[src/rtl/fc_bias_sequencer.sv]
// FC bias read sequencer: walks one FC layer of the bias ROM and
// streams the biases in neuron order through a 2-entry skid buffer.
module fc_bias_sequencer #(
   parameter int WIDTH    = 32,
   parameter int DEPTH    = 74,
   parameter int FC1_SIZE = 64,
   parameter int FC2_SIZE = 10
) (
   input  logic                     clk,
   input  logic                     reset,
   input  logic                     start,
   input  logic                     layer_sel,
   output logic                     busy,
   output logic                     done,
   output logic                     rom_read_enable,
   output logic                     rom_fc_layer_select,
   output logic [$clog2(DEPTH)-1:0] rom_addr,
   input  logic [WIDTH-1:0]         rom_bias_in,
   output logic                     bias_valid,
   input  logic                     bias_ready,
   output logic [WIDTH-1:0]         bias_data,
   output logic [6:0]               bias_idx,
   output logic                     bias_last
);

   localparam int AW = $clog2(DEPTH);
   localparam int IW = 7;

   typedef enum logic [1:0] {
      S_IDLE,
      S_RUN,
      S_DRAIN,
      S_FIN
   } state_t;

   state_t          state;
   logic            layer_r;
   logic [IW-1:0]   n_r;
   logic [IW-1:0]   last_idx;
   logic [IW-1:0]   issue_cnt;

   logic            infl;
   logic [IW-1:0]   infl_idx;

   logic [1:0]      count;
   logic [WIDTH-1:0] d0;
   logic [WIDTH-1:0] d1;
   logic [IW-1:0]   i0;
   logic [IW-1:0]   i1;

   logic            push;
   logic            pop;
   logic            last_hs;
   logic [2:0]      load;

   assign last_idx = n_r - 7'd1;

   assign bias_valid = (count != 2'd0);
   assign bias_data  = d0;
   assign bias_idx   = i0;
   assign bias_last  = bias_valid & (i0 == last_idx);

   assign push    = infl;
   assign pop     = bias_valid & bias_ready;
   assign last_hs = pop & bias_last;

   // A pop this cycle frees a slot, so the issue decision may count it;
   // that is what keeps a bias per cycle flowing with ready held high.
   assign load = {1'b0, count} + {2'b0, infl} - {2'b0, pop};

   assign rom_read_enable     = reset & (state == S_RUN) & (load < 3'd2);
   assign rom_fc_layer_select = layer_r;
   assign rom_addr            = AW'(issue_cnt);

   // Command FSM: latch layer, walk the issue counter, wait for the last beat.
   always_ff @(posedge clk) begin
      if (!reset) begin
         state     <= S_IDLE;
         layer_r   <= 1'b0;
         n_r       <= '0;
         issue_cnt <= '0;
         busy      <= 1'b0;
         done      <= 1'b0;
      end else begin
         done <= 1'b0;
         unique case (state)
            S_IDLE: begin
               if (start) begin
                  layer_r   <= layer_sel;
                  n_r       <= layer_sel ? IW'(FC2_SIZE) : IW'(FC1_SIZE);
                  issue_cnt <= '0;
                  busy      <= 1'b1;
                  state     <= S_RUN;
               end
            end
            S_RUN: begin
               if (rom_read_enable) begin
                  issue_cnt <= issue_cnt + 7'd1;
                  if (issue_cnt == last_idx) begin
                     state <= S_DRAIN;
                  end
               end
            end
            S_DRAIN: begin
               if (last_hs) begin
                  busy  <= 1'b0;
                  done  <= 1'b1;
                  state <= S_FIN;
               end
            end
            S_FIN: begin
               // done cycle: a start here is deliberately not honoured
               state <= S_IDLE;
            end
            default: begin
               state <= S_IDLE;
            end
         endcase
      end
   end

   // Track the read in flight so its data can be tagged when it lands.
   always_ff @(posedge clk) begin
      if (!reset) begin
         infl     <= 1'b0;
         infl_idx <= '0;
      end else begin
         infl <= rom_read_enable;
         if (rom_read_enable) begin
            infl_idx <= issue_cnt;
         end
      end
   end

   // Two-entry skid buffer; entry 0 is always the head of the stream.
   always_ff @(posedge clk) begin
      if (!reset) begin
         count <= 2'd0;
         d0    <= '0;
         d1    <= '0;
         i0    <= '0;
         i1    <= '0;
      end else begin
         unique case ({push, pop})
            2'b10: begin
               if (count == 2'd0) begin
                  d0 <= rom_bias_in;
                  i0 <= infl_idx;
               end else begin
                  d1 <= rom_bias_in;
                  i1 <= infl_idx;
               end
               count <= count + 2'd1;
            end
            2'b01: begin
               d0    <= d1;
               i0    <= i1;
               count <= count - 2'd1;
            end
            2'b11: begin
               if (count == 2'd1) begin
                  d0 <= rom_bias_in;
                  i0 <= infl_idx;
               end else begin
                  d0 <= d1;
                  i0 <= i1;
                  d1 <= rom_bias_in;
                  i1 <= infl_idx;
               end
            end
            default: begin
            end
         endcase
      end
   end

   // An issued read must stay inside the selected layer.
   a_addr_bound: assert property (
      @(posedge clk) disable iff (!reset)
      rom_read_enable |-> (issue_cnt < n_r)
   );

endmodule
[config.mk]
export PLATFORM = sky130hd
export DESIGN_NAME = fc_bias_sequencer
export DESIGN_NICKNAME = d
export VERILOG_FILES = /design/src/rtl/fc_bias_sequencer.sv
export SDC_FILE = /design/constraint.sdc
export NUM_CORES = 1
export LEC_CHECK = 0
export ABC_AREA = 1
export BUFFER_PORTS_ARGS = -buffer_cell sky130_fd_sc_hd__clkbuf_2
export CORE_MARGIN = 8
export CORE_UTILIZATION = 49
export CTS_CLUSTER_DIAMETER = 50
export CTS_CLUSTER_SIZE = 14
export DETAILED_ROUTE_END_ITERATION = 8
export HOLD_SLACK_MARGIN = 0.06
export PLACE_DENSITY = 0.85
export SETUP_SLACK_MARGIN = 0.3
export SLEW_MARGIN = 5
export SYNTH_ARGS = -nofsm -noshare
export SYNTH_HDL_FRONTEND = slang
export SYNTH_SLANG_ARGS = --single-unit
[constraint.sdc]
create_clock -name clk -period 2.7 [get_ports clk]
set_clock_uncertainty 0.2 [all_clocks]
set_input_delay 0.675 -clock clk [delete_from_list [all_inputs] [get_ports clk]]
set_output_delay 0.675 -clock clk [all_outputs]
set_load 0.03 [all_outputs]
==> impl_metrics.ini, run 1 <==
[outcome]
outcome = complete, but fails checks
violations = setup timing

[detailed_routing]
met2_length_um = 5758
drt-total-wl_um = 11890
vias = 4247
vias_per_cell = 5.610
wl_met3_um = 843
drt-met1-wl_um = 5116
drt_iter0_drc = 365
ant_nets = 0
top_layer = met4
route.detailed.drc = 0
dr.pass1.iters = 5
wire_per_inst_um = 15.71

[floorplan]
design.core.area_sq_mm = 0.008678
rows = 34
dieArea_sq_mm = 0.01222
die_y_um = 110.5
die_x_um = 110.5
start_util_pct = 50.46
boundaryPins = 89

[min_path]
holdCritPathClass = flip-flop to flip-flop
hold-path-endpoint = busy$_SDFFE_PN0P_
min_from = busy$_SDFFE_PN0P_
whs_path_depth = 2

[logic_synthesis]
async_flop_share_pct = 0
syn-cell-area_sq_mm = 0.004379
avgSynthCellArea_sq_um = 8.080
yosysMostFrequentCell = dfxtp_1
ys_top_cells_by_count = dfxtp_1 (101), nor2_1 (98), o21ai_0 (58)
synthFlopType = dfxtp_1
synth.area.top_cells = dfxtp_1 (46%), nor2_1 (8.4%), o21ai_0 (6.6%)
syn_inst = 542
synth_nets = 588
ys_types = 35
synth_top_area_cell = dfxtp_1
yosysWarningCount = 0
synth_top_area_share_pct = 46.17
ys_ff_latch = 101
synth_edf_count = 0
ys_seq_area_share_pct = 46.17

[critical_path]
path_max_fanout = 3
critical_path_class = flip-flop to output port
reg2reg_slack_ns = -0.22
r2r_end = rom_addr[3]$_SDFFE_PN0P_
worst_r2r_path_depth = 19
start_kind = flip-flop
r2r_start = count[0]$_SDFFE_PN0P_
arrival_ns = 2.22
cp-end-kind = output port
required_ns = 1.82

[sta]
fin_tns_setup_ns = -1.848
hold_violations = 0
clock.fmax_mhz = 322.7
setup_viol = 10
slew_headroom_pct = 48.36
hold_ws_ns = 0.2763
drv_slew = 0
setup_slack_ns = -0.3987
grt_setup_unrepaired = yes
worstMarginPinSlew_ns = 0.7746
min_period_ns = 3.099
fin_crit_sh_pct = 114.8

[clock_tree]
cts.sinks = 101
postCtsHoldBufs = 0
cts_tree = built
h-tree-depth = 3
clk_latency_ns = 0.37
cts_buffers = 9
clockRootBuffer = clkbuf_8
clk_pin_slew_ns = 0.10
clk_path_buf_depth = 2

[cells_and_area]
layout-drive-gt1-share_pct = 32.67
antennaDiodeCount = 0
nets = 690
area_delta_synth_final_pct = 26.86
multiInputGateArea_sq_mm = 0.002205
regArea_sq_mm = 0.002024
final.fill_count = 734

[power_and_ir_drop]
p_int_mw = 3.541
p_per_area_mw_per_mm2 = 1190
switchingPower_mw = 3.071
pwr-share-clk_pct = 14.4
p_comb_share_pct = 51.3
leakage_nw = 2.407
switching_share_pct = 46.44
seqPwrFrac_pct = 34.4
irDropWorstVdd_mv = 0.6708

[grt]
grt_max_degree = 88
antenna_found_initial = 0
grt_pass1_vias = 4112
grt_remaining_overflow = 0
grtUsageTotal_pct = 18.45
grt_pass1_wl_um = 19430

[placement]
dp_hpwl_um = 7782
io_buffers = 88
place.gp.congestion = 0.8780
place_ws_ns = -0.3651

[job]
maxCapViolCount = 0
metrics by stage:
| stage | area [sq um] | power (mW) | cells | utilization [%] |
|---|---|---|---|---|
| floorplan | 4453 | 4.459 | 542 | - |
| global placement | 5029 | 5.202 | 726 | 57.94 |
| detailed placement | 5029 | 5.337 | 726 | 57.94 |
| CTS | 5421 | 6.482 | 752 | 62.47 |
| global route | 5555 | 7.060 | 757 | 64.01 |
| finish | 5555 | 6.612 | 757 | 64.01 |
power groups by stage:
| stage | Clock, mW | Sequential (mW) | Combinational (mW) |
|---|---|---|---|
| after floorplan | 0 | 2.74 | 1.72 |
| after global placement | 0 | 2.26 | 2.94 |
| after detailed placement | 0 | 2.29 | 3.04 |
| after CTS | 0.973 | 2.26 | 3.25 |
| after global routing | 1.03 | 2.32 | 3.71 |
| final | 0.951 | 2.27 | 3.39 |
cell usage in the layout, fill, tap and decap left out, types with 2 or more instances in the layout:
| cell type | instances |
|---|---|
| o21ai_4 | 3 |
| nor3_4 | 3 |
| buf_4 | 25 |
| clkinv_8 | 2 |
| inv_2 | 6 |
| nor2_2 | 3 |
| nand2_4 | 2 |
| a22oi_1 | 30 |
| a21oi_2 | 4 |
| o21ai_0 | 51 |
| nand2_2 | 9 |
| nand3_1 | 5 |
| xor2_1 | 3 |
| nor2_4 | 6 |
| buf_8 | 3 |
| o21ai_1 | 32 |
| nand2_1 | 32 |
| inv_4 | 2 |
| nand2_8 | 2 |
| dfxtp_2 | 2 |
| nor2_1 | 93 |
| clkbuf_8 | 9 |
| o21ai_2 | 8 |
| inv_8 | 4 |
| buf_6 | 8 |
| inv_1 | 25 |
| ha_1 | 7 |
| dfxtp_1 | 99 |
| nand3_2 | 3 |
| nand4_1 | 4 |
| clkbuf_2 | 86 |
| a22oi_2 | 9 |
| a21oi_1 | 50 |
| buf_12 | 2 |
| inv_6 | 3 |
critical path, cell delays in order (launching register included):
cell,delay (ns)
dfxtp_2,0.35
inv_2,0.05
ha_4,0.17
inv_8,0.06
nand2_8,0.06
nor2_4,0.11
o21ai_2,0.06
fa_1,0.52
nand2_2,0.08
nor2_4,0.13
nand2_4,0.09
clkinv_8,0.05
clkbuf_16,0.13
cell type report:
type | count | area share [%]
flip-flops and latches | 101 | 36.44
repair buffers | 125 | 14.73
well taps | 108 | 2.432
clock buffers | 9 | 2.230
clock inverters | 7 | 1.351
multi-input cells | 370 | 39.68
inverters | 37 | 3.131
state kept, by name (all words and copies together), names as in the netlist:
signal / flops
infl: 1
infl_idx: 7
state: 2
i1: 7
busy: 1
done: 1
count: 2
rom_addr: 7
n_r: 2
bias_idx: 7
d1: 32
bias_data: 32
layer usage:
layer | GRT usage, % | vias to the layer above
li1 | - | 2041
met1 | 22.55 | 2004
met2 | 30.96 | 183
met3 | 5.574 | 19
met4 | 4.234 | 0
met5 | 0 | -
cell families (layout without fill, tap and decap cells):
family / Yosys count / count (layout) / share of synthesized area (%)
AO/OA/AOI/OAI: 191 / 191 / 25.63
flip-flops: 101 / 101 / 46.17
buffers and inverters: 71 / 178 / 7.686
adder cells (fa/ha/maj): 9 / 9 / 2.743
AND/OR/NAND/NOR: 167 / 167 / 17.17
XOR/XNOR: 3 / 3 / 0.6001
worst max path at each step:
stage,cells past startpoint,start,to
after floorplan,9,bias_ready,rom_read_enable
after global placement,11,bias_ready,rom_read_enable
after detailed placement,11,bias_ready,rom_read_enable
after CTS,13,count[0]$_SDFFE_PN0P_,rom_read_enable
after global routing,12,count[0]$_SDFFE_PN0P_,rom_read_enable
final,12,count[0]$_SDFFE_PN0P_,rom_read_enable
repair_timing:
| item | CTS | global route |
|---|---|---|
| gates resized for setup | 34 | 29 |
| setup endpoints to repair | 17 | 57 |
| pin swaps | 15 | 11 |
| gates cloned | 0 | 0 |
| buffers inserted | 10 | 5 |
| endpoints found under the hold margin | 0 | 0 |
Note: power is estimated with default switching activity, not from simulation.
==> run 2, diff against run 1 <==
CORE_ASPECT_RATIO = 1.75   (was unset)
clock period = 2.8 ns   (was 2.7 ns; I/O delays follow)
==> impl_metrics.ini, run 2 (synthesis gave the netlist of run 1 again) <==
[critical_path]
arrival_ns = 2.35
critical_path_class = flip-flop to output port
cp-end-kind = output port
required_ns = 1.90
path_max_fanout = 4
worst_r2r_path_depth = 22
start_kind = flip-flop

[job]
maxCapViolCount = 0

[min_path]
holdCritPathClass = flip-flop to flip-flop
whs_path_depth = 2

[clock_tree]
clk_path_buf_depth = 2
cts_tree = built
clk_pin_slew_ns = 0.07
cts.sinks = 101
clk_latency_ns = 0.34
clockRootBuffer = clkbuf_16
cts_buffers = 9
h-tree-depth = 3

[power_and_ir_drop]
p_per_area_mw_per_mm2 = 1183
irDropWorstVdd_mv = 0.6084
pwr-share-clk_pct = 17.7
switching_share_pct = 44.40
seqPwrFrac_pct = 32.7
p_comb_share_pct = 49.6
p_int_mw = 3.716
switchingPower_mw = 2.968
leakage_nw = 2.457

[floorplan]
die_x_um = 87.46
dieArea_sq_mm = 0.01234
boundaryPins = 89
rows = 45
design.core.area_sq_mm = 0.008671
start_util_pct = 50.51
die_y_um = 141.1

[sta]
grt_setup_unrepaired = yes
worstMarginPinSlew_ns = 0.8323
hold_violations = 0
slew_headroom_pct = 44.30
fin_crit_sh_pct = 116.0
setup_slack_ns = -0.4469
setup_viol = 10
min_period_ns = 3.247
hold_ws_ns = 0.2843
clock.fmax_mhz = 308.0
drv_slew = 0

[detailed_routing]
ant_nets = 0
wire_per_inst_um = 16.43
dr.pass1.iters = 5
drt-total-wl_um = 12680
vias_per_cell = 5.465
route.detailed.drc = 0
drt-met1-wl_um = 4554
wl_met3_um = 741
top_layer = met4
met2_length_um = 6842
vias = 4219
drt_iter0_drc = 291

[grt]
grtUsageTotal_pct = 19.01
grt_max_degree = 88
grt_pass1_wl_um = 18960
grt_remaining_overflow = 0
antenna_found_initial = 0
grt_pass1_vias = 4240

[placement]
place_area_sq_mm = 0.005017
placed_cells = 733
io_buffers = 88
place.gp.congestion = 0.8487
place_ws_ns = -0.3192
dp_hpwl_um = 7865

[cells_and_area]
area_delta_synth_final_pct = 29.03
final_area_sq_mm = 0.005650
final_cells = 772
layout-drive-gt1-share_pct = 32.67
nets = 696
antennaDiodeCount = 0
final_util_pct = 65.17
final_cell_mix = dfxtp_1 (99), nor2_1 (94), clkbuf_2 (86)
final_common_cell = dfxtp_1

[outcome]
outcome = complete, but fails checks
violations = setup timing
-- run 2: cell types whose count changed in the layout (fill, tap and decap cells not counted), moves of 3 or more --
cell and change:
inv_8 -3, buf_4 +9, clkbuf_8 -7, clkbuf_16 +9
-- run 2: metrics by stage --
step | total power [mW] | TNS (ns)
floorplan | 4.296 | 0
global placement | 4.957 | -0.7846
detailed placement | 5.079 | -1.729
CTS | 6.402 | -0.9082
global route | 7.109 | -3.459
finish | 6.685 | -2.641
-- run 2: timing repair --
item	4_1_cts	5_1_grt
pin swaps	12	16
gates resized for setup	18	30
setup endpoints to repair	11	18
hold buffers	0	0
buffers inserted	9	14
cloned	0	0
-- run 2: critical path: stages (launching register included) --
cell,delay [ns]
dfxtp_2,0.34
inv_2,0.05
ha_4,0.17
inv_8,0.06
nand2_8,0.06
nor2_4,0.13
o21ai_2,0.09
fa_1,0.58
nand2_2,0.11
nor2_4,0.15
nand2_4,0.09
clkinv_8,0.05
clkbuf_16,0.13
-- run 2: layer usage --
metal,GRT usage [%],vias to the layer above
met2,34.51,168
met3,4.249,44
met4,9.854,0
met1,19.35,1960
met5,0,-
li1,-,2047
-- run 2: final cells by class --
cell class / instances / area (sq um)
clock inverters: 5 / 35.03
multi-input cells: 370 / 2181
flip-flops and latches: 101 / 2024
inverters: 37 / 166.4
well taps: 117 / 146.4
repair buffers: 131 / 844.6
fillers: 694 / 3020
clock buffers: 11 / 252.7
-- run 2: path summary, 6_finish.rpt --
check / start / slack [ns] / end
setup reg to reg: count[0]$_SDFFE_PN0P_ / -0.44 / state[0]$_SDFFE_PN0P_
setup / recovery: count[0]$_SDFFE_PN0P_ / -0.45 / rom_read_enable
hold / removal: i1[0]$_SDFFE_PN0P_ / 0.28 / i1[0]$_SDFFE_PN0P_
hold reg to reg: i1[0]$_SDFFE_PN0P_ / 0.28 / i1[0]$_SDFFE_PN0P_
-- run 2: power groups by stage --
| stage | sequential (mW) | clock, mW | combinational (mW) |
|---|---|---|---|
| 2_1_floorplan | 2.64 | 0 | 1.65 |
| 3_3_place_gp | 2.17 | 0 | 2.79 |
| 3_5_place_dp | 2.20 | 0 | 2.88 |
| 4_1_cts | 2.17 | 1.20 | 3.03 |
| 5_1_grt | 2.24 | 1.27 | 3.60 |
| 6_report | 2.19 | 1.19 | 3.31 |
